$ cat src/rtl/mem_initiator.sv
// mem_initiator: burst command initiator for a single-port synchronous memory.
// Define MEM_INIT_VERIFY_EN to add a read-back verify cycle after every write.
module mem_initiator #(
    parameter int ADDR_W = 8,
    parameter int DATA_W = 8,
    parameter int LEN_W  = 4
) (
    input  logic              clk,
    input  logic              reset,
    input  logic              cmd_valid,
    output logic              cmd_ready,
    input  logic              cmd_we,
    input  logic [ADDR_W-1:0] cmd_addr,
    input  logic [LEN_W-1:0]  cmd_len,
    input  logic              wr_valid,
    output logic              wr_ready,
    input  logic [DATA_W-1:0] wr_data,
    output logic              rd_valid,
    output logic [DATA_W-1:0] rd_data,
    output logic              busy,
    output logic              verify_err,
    output logic              ce_mem,
    output logic              we_mem,
    output logic [ADDR_W-1:0] addr_mem,
    output logic [DATA_W-1:0] datai_mem,
    input  logic [DATA_W-1:0] datao_mem
);

`ifdef MEM_INIT_VERIFY_EN
    typedef enum logic [2:0] {
        IDLE, WRITE, READ, DRAIN, VERIFY
    } state_t;
`else
    typedef enum logic [1:0] {
        IDLE, WRITE, READ, DRAIN
    } state_t;
`endif

    state_t state;
    state_t state_d;

    logic [ADDR_W-1:0] addr;
    logic [ADDR_W-1:0] addr_d;
    logic [LEN_W-1:0]  left;
    logic [LEN_W-1:0]  left_d;
    logic              last;
    logic              last_d;
    logic              dcnt;
    logic              dcnt_d;
    logic              ce_d;
    logic              we_d;
    logic [ADDR_W-1:0] addr_mem_d;
    logic [DATA_W-1:0] datai_d;
    logic              ready_q;
    logic              pend;
    logic              accept;
    logic              take;

    assign accept    = cmd_valid & cmd_ready;
    assign take      = wr_valid & wr_ready;
    assign busy      = (state != IDLE);
    assign cmd_ready = ready_q & (state == IDLE);

`ifdef MEM_INIT_VERIFY_EN
    logic cmp_d;
    logic cmp_pend;
    // The issue cycle itself blocks new beats so VERIFY can follow it.
    assign wr_ready = (state == WRITE) & ~last & ~ce_mem;
`else
    assign wr_ready   = (state == WRITE) & ~last;
    assign verify_err = 1'b0;
`endif

    // State register
    always_ff @(posedge clk) begin
        if (!reset) begin
            state <= IDLE;
        end else begin
            state <= state_d;
        end
    end

    // Next-state logic
    always_comb begin
        state_d = state;
        unique case (state)
            IDLE: begin
                if (accept) begin
                    state_d = cmd_we ? WRITE : READ;
                end
            end
            READ: begin
                if (left == '0) begin
                    state_d = DRAIN;
                end
            end
            DRAIN: begin
                if (!dcnt) begin
                    state_d = IDLE;
                end
            end
            WRITE: begin
`ifdef MEM_INIT_VERIFY_EN
                if (ce_mem) begin
                    state_d = VERIFY;
                end
`else
                if (last) begin
                    state_d = IDLE;
                end
`endif
            end
`ifdef MEM_INIT_VERIFY_EN
            VERIFY: begin
                state_d = last ? DRAIN : WRITE;
            end
`endif
            default: state_d = IDLE;
        endcase
    end

    // Output / datapath next values
    always_comb begin
        ce_d       = 1'b0;
        we_d       = 1'b0;
        addr_mem_d = addr_mem;
        datai_d    = datai_mem;
        addr_d     = addr;
        left_d     = left;
        last_d     = last;
        dcnt_d     = dcnt;
`ifdef MEM_INIT_VERIFY_EN
        cmp_d      = 1'b0;
`endif
        unique case (state)
            IDLE: begin
                if (accept) begin
                    left_d = cmd_len;
                    last_d = 1'b0;
                    if (cmd_we) begin
                        addr_d = cmd_addr;
                    end else begin
                        // First read beat goes out right away.
                        ce_d       = 1'b1;
                        addr_mem_d = cmd_addr;
                        addr_d     = cmd_addr + ADDR_W'(1);
                    end
                end
            end
            READ: begin
                if (left == '0) begin
                    dcnt_d = 1'b1;
                end else begin
                    ce_d       = 1'b1;
                    addr_mem_d = addr;
                    addr_d     = addr + ADDR_W'(1);
                    left_d     = left - LEN_W'(1);
                end
            end
            DRAIN: begin
                dcnt_d = 1'b0;
            end
            WRITE: begin
`ifdef MEM_INIT_VERIFY_EN
                if (ce_mem) begin
                    ce_d = 1'b1;
                end else if (take) begin
`else
                if (take) begin
`endif
                    ce_d       = 1'b1;
                    we_d       = 1'b1;
                    addr_mem_d = addr;
                    datai_d    = wr_data;
                    addr_d     = addr + ADDR_W'(1);
                    if (left == '0) begin
                        last_d = 1'b1;
                    end else begin
                        left_d = left - LEN_W'(1);
                    end
                end
            end
`ifdef MEM_INIT_VERIFY_EN
            VERIFY: begin
                cmp_d  = 1'b1;
                dcnt_d = 1'b0;
            end
`endif
            default: ;
        endcase
    end

    // Registered memory pins and read return path
    always_ff @(posedge clk) begin
        if (!reset) begin
            ready_q   <= 1'b0;
            ce_mem    <= 1'b0;
            we_mem    <= 1'b0;
            addr_mem  <= '0;
            datai_mem <= '0;
            addr      <= '0;
            left      <= '0;
            last      <= 1'b0;
            dcnt      <= 1'b0;
            pend      <= 1'b0;
            rd_valid  <= 1'b0;
            rd_data   <= '0;
        end else begin
            ready_q   <= 1'b1;
            ce_mem    <= ce_d;
            we_mem    <= we_d;
            addr_mem  <= addr_mem_d;
            datai_mem <= datai_d;
            addr      <= addr_d;
            left      <= left_d;
            last      <= last_d;
            dcnt      <= dcnt_d;
            pend      <= (state == READ);
            rd_valid  <= pend;
            if (pend) begin
                rd_data <= datao_mem;
            end
        end
    end

`ifdef MEM_INIT_VERIFY_EN
    // datai_mem still holds the beat just verified.
    always_ff @(posedge clk) begin
        if (!reset) begin
            cmp_pend   <= 1'b0;
            verify_err <= 1'b0;
        end else begin
            cmp_pend <= cmp_d;
            if (cmp_pend && (datao_mem != datai_mem)) begin
                verify_err <= 1'b1;
            end
        end
    end
`endif

endmodule

$ cat config.mk
export PLATFORM = sky130hd
export DESIGN_NAME = mem_initiator
export DESIGN_NICKNAME = d
export VERILOG_FILES = /design/src/rtl/mem_initiator.sv
export SDC_FILE = /design/constraint.sdc
export NUM_CORES = 1
export LEC_CHECK = 0
export CORE_MARGIN = 3
export CORE_UTILIZATION = 48
export CTS_CLUSTER_DIAMETER = 40
export DETAILED_ROUTE_END_ITERATION = 16
export GPL_TIMING_DRIVEN = 1
export PLACE_DENSITY = 0.8
export SKIP_LAST_GASP = 1
export SLEW_MARGIN = 20
export SYNTH_ARGS = -nofsm -noshare
export SYNTH_HDL_FRONTEND = slang
export SYNTH_SLANG_ARGS = --single-unit
$ cat constraint.sdc
create_clock -name clk -period 2.4 [get_ports clk]
set_input_delay 0.6 -clock clk [delete_from_list [all_inputs] [get_ports clk]]
set_output_delay 0.6 -clock clk [all_outputs]
set_load 0.1 [all_outputs]
After elaboration in Yosys (flattened, before gate mapping)
Cells that the tools add are included.
Widths: inputs -> output; s select.
{ "word_totals": {"out_inout_bits": 31, "wordCells": 77, "memories": 0, "ram_bits": 0, "input_bits": 33, "latchBits": 0, "ff_bits": 45, "romBits": 0} }
{ "classes": {"n_eq_ne": 11, "n_reduce_logical": 14, "shifts": 0, "n_addsub": 3, "div_mod_pow": 0, "n_lt_le_gt_ge": 0, "n_bitwise": 5, "mul": 0, "n_mux": 31} }
{ "op_table": {"columns": ["operator", "count"], "rows": [
  ["$mux 8", 8],
  ["$pmux 8 s3", 2],
  ["$add 8x1->8 const B", 2],
  ["$ne 2x2->1 const B", 7],
  ["$mux 4", 3],
  ["$pmux 4 s3", 1],
  ["$reduce_and 4->1", 3],
  ["$mux 2", 5],
  ["$mux 1", 8],
  ["$pmux 2 s4", 1],
  ["$reduce_and 2->1", 3],
  ["$reduce_bool 2->1", 3],
  ["$reduce_and 5->1", 1],
  ["$and 1x1->1", 4],
  ["$eq 2x2->1 const B", 2],
  ["$logic_not 4->1", 1],
  ["$pmux 1 s2", 2],
  ["$sub 4x1->4 const B", 1],
  ["$pmux 1 s3", 1],
  ["$reduce_and 3->1", 1],
  ["$reduce_bool 3->1", 1],
  ["$eq 2x1->1 const B", 1],
  ["$logic_not 2->1", 1],
  ["$ne 2x1->1 const B", 1],
  ["$not 1->1", 1]
]} }

Logic depth before layout (Yosys ltp)
{ "logic_depth": {"ltp_word": 5, "depth_mapped": 8, "ltp_nobuf": 7} }

Least setup slack after synthesis
Ideal clock, no wire load.
{ "synth_path": {"path_type": "reg2out", "from": "register state[1]", "to": "output port wr_ready", "required_ns": 1.800, "path_slack_ns": -0.178, "t_arrival_ns": 1.978, "path_buffers": 1, "path_stages_with_launch": 5, "path_cell_list": "dfxtp_1 > inv_1 > ha_1 > nor2b_1 > clkbuf_1"} }
{ "synth_between": {"elab_chain_len": 2} }
{ "synth_rtl": {"columns": ["item", "line_no", "text"], "rows": [
  ["from (decl)", "39", "state_t state;"],
  ["from (signal assigned)", "79", "state <= state_d;"],
  ["$eq 2x1->1", "70", "assign wr_ready = (state == WRITE) & ~last;"],
  ["$and 1x1->1", "70", null],
  ["to (decl)", "16", "output logic wr_ready,"]
]} }
Every way passes these cells.

Final worst setup path
Ends and elaborated chain as after synthesis.

==> impl_results.md <==
* Run status: finished, final reports clean
* H-tree levels at 2
* Sw Share at 0.504
* Max Cap Viol at 0
* Reg power frac at 0.247
* Worst hold stages at 2
* Starting DRT DRC Count at 60
* Inst Count DP at 390
* Cell-internal power at 2.39 mW
* IO Count at 64
* YS warnings at 0
* Worst path depth at 4
* RSZ-0062 raised after global routing: no
* Core area at 4530 um^2
* Worst path top cell family by delay: simple AND/OR/NAND/NOR gates
* Final Hold Vio Count at 0
* Slew Viols, Final at 0
* Post-synth EDFFs at 0
* Initial antenna violation count at 0
* Seq cells post-synth at 45
* Crit-path slowest cell: nor2b_2
* TritonCTS clock tree: built
* Final antenna diode count at 0
* Avg Vias per Cell at 5.17
* Final setup violation count at 0
* GRT Residual Overflow at 0
* Cell Count, Final, Fillers Out at 398
* CP Capture Type: primary output
* Share of cells above drive strength 1 at 0.180
* Worst EP required at 1.80 ns
* Die H at 76.1 um
* Clock period minus worst slack at 2.22 ns
* ANT nets after route at 0
* Main flop type after synthesis: dfxtp_1
* Logic pwr share at 0.630
* Wire length after detailed routing at 5210 um
* Clock tree buffer depth at 2
* Slowest Stage Delay on Critical Path at 0.37 ns
* Vias in the first global route at 1,933
* First-pass GRT wire length at 9120 um
* Final period util at 0.924
* Wire per inst at 13.1 um
* Worst Path Buf+Inv at 2
* Yosys cell types at 50
* CP Class: reg2out
* CP max FO at 7
* Vias at 2,059
* Initial Util at 0.521
* DRC Markers at 0
* P_sw at 2.43 mW
* Chip width at 76.1 um
* Netlist Area Pre-Place at 2360 um^2
* Clock skew at 0.00691 ns
* Die area at 5800 um^2
* Post-route setup TNS at 0 ns
* Leak Pwr at 1.34 nW
* Sequential element share of the synthesized area at 0.382
* Mapped Nets at 306
* VDD IR-drop max at 1.19 mV
* Ys async rst share at 0
* Critical path launch point type: register
* Finished Core Util at 0.703
* Fmax at 451 MHz
* CTS Hold Bufs at 0
* P per Cell Area at 1510 nW/um^2
* Clock group share of total power at 0.124
* Crit path DAT at 1.62 ns
* Cts bufs inserted at 5
* Mapped Cells at 265
* Largest net degree at the start of global routing at 26
* R2r worst-path depth at 8
* Area delta synth->final at 34.9%
* DP Wirelength at 3970 um
* HP Class: reg2reg
* Drt pass-1 iters at 4
* Cell Chain, Critical Path: inv_1 > ha_1 > nor2b_2 > buf_12
* I/O Buffers at 62
* DP Worst Slack at 0.142 ns
* GRT Overall Usage at 0.186
* FP Rows at 24
* Syn Area/Cell at 8.91 um^2
* Final worst slack at 0.183 ns
* Worst skew pair latency at 0.30 ns
* # clock sinks at 45
* Clock transition at path regs at 0.08 ns
* CTS Root Cell: clkbuf_8
* Nets at 373
* Routability cong. at 0.856
==> cells in the mapped netlist (3+ instances only) <==
library cell	n	area (um^2)
o22ai_1	4	25.0
xor2_1	3	26.3
o21ai_1	6	30.0
xnor2_1	5	43.8
o211a_1	9	90.1
and2_1	5	31.3
inv_1	9	33.8
o21ai_0	8	40.0
mux2i_1	19	190
nand2_1	38	143
clkbuf_1	10	37.5
a21oi_1	9	45.0
ha_1	8	100
o211ai_1	3	22.5
nor2b_1	13	81.3
dfxtp_1	45	901
nand3_1	15	75.1
nor2_1	10	37.5
a21boi_1	11	82.6
==> worst paths after layout <==
path | endpoint | start | slack, ns
min | datai_mem[4] | datai_mem[4] | 0.45
max | wr_ready | state[1] | 0.18
min reg2reg | datai_mem[4] | datai_mem[4] | 0.45
max reg2reg | addr_mem[4] | state[0] | 0.45
==> worst register-to-register path: stages, from the launching register on <==
cell and delay [ns]:
dfxtp_1 0.41, inv_1 0.09, ha_1 0.26, a21boi_4 0.18, a211o_4 0.35, nor3b_4 0.22, buf_12 0.17, nand2_1 0.06
o211a_1 0.12
==> logic make-up (layout without fill, tap and decap cells) <==
family | after synthesis | after routing | synth area share
adders and majority gates | 8 | 8 | 0.0424
AOI/OAI and AO/OA | 64 | 64 | 0.208
other | 1 | 1 | 0.00159
muxes | 20 | 20 | 0.0853
DFF | 45 | 45 | 0.382
and+or+nand+nor | 96 | 96 | 0.210
xor gates and xnor gates | 8 | 8 | 0.0297
buffers and inverters | 23 | 91 | 0.0419
==> through the flow <==
step | hold slack (ns) | total power, mW | cell area [um^2]
6_report | 0.454 | 4.82 | 3190
5_1_grt | 0.490 | 5.14 | 3190
4_1_cts | 0.459 | 4.85 | 3180
3_5_place_dp | 0.447 | 4.24 | 3060
3_3_place_gp | 0.440 | 4.21 | 3060
2_1_floorplan | 0.457 | 3.47 | 2360
==> placed cells by master, fill, tap and decap left out, types with 5 or more instances in the layout <==
cell and instances:
dfxtp_1 45, o21ai_1 6, nor2b_1 12, and2_1 5, o21ai_0 8, nand3_1 15, o211a_1 9, buf_4 38
xnor2_1 5, inv_1 9, clkdlybuf4s50_1 32, a21boi_1 11, a21oi_1 9, nand2_1 38, mux2i_1 19, nor2_1 10
ha_1 8, clkbuf_8 6
==> state kept, by name (all words and copies together), names as in the netlist <==
| signal | flops |
|---|---|
| addr | 8 |
| addr_mem | 8 |
| ce_mem | 1 |
| datai_mem | 8 |
| dcnt | 1 |
| last | 1 |
| left | 4 |
| pend | 1 |
| rd_data | 8 |
| rd_valid | 1 |
| ready_q | 1 |
| state | 2 |
| we_mem | 1 |
==> power by group through the flow <==
stage               sequential, mW  combinational (mW)  clock (mW)
finish                        1.19                3.04       0.596
global route                  1.23                3.27       0.642
global placement              1.20                3.00           0
CTS                           1.19                3.05       0.611
detailed placement            1.20                3.04           0
floorplan                     1.88                1.59           0
==> routing by layer <==
| metal | vias up | share of wire | track usage | wire length, um |
|---|---|---|---|---|
| met5 | - | 0 | 0 | 0 |
| met4 | 0 | 0.010 | 0.0489 | 54 |
| met3 | 7 | 0.063 | 0.0485 | 327 |
| met2 | 56 | 0.45 | 0.302 | 2360 |
| met1 | 940 | 0.47 | 0.246 | 2470 |
| li1 | 1056 | - | - | - |
==> timing repair <==
item                       4_1_cts  5_1_grt
setup endpoints to repair        0        1
buffers inserted                 0        0
resized for setup                0        1
==> area by class of cell <==
| type | instances | area, um^2 |
|---|---|---|
| inverters | 9 | 33.8 |
| multi-input cells | 197 | 1360 |
| fillers | 373 | 1350 |
| well taps | 65 | 81.3 |
| clock inverters | 2 | 37.5 |
| repair buffers | 74 | 686 |
| clock buffers | 6 | 82.6 |
| flip-flops and latches | 45 | 901 |
Power figures use the tool's default switching activity.
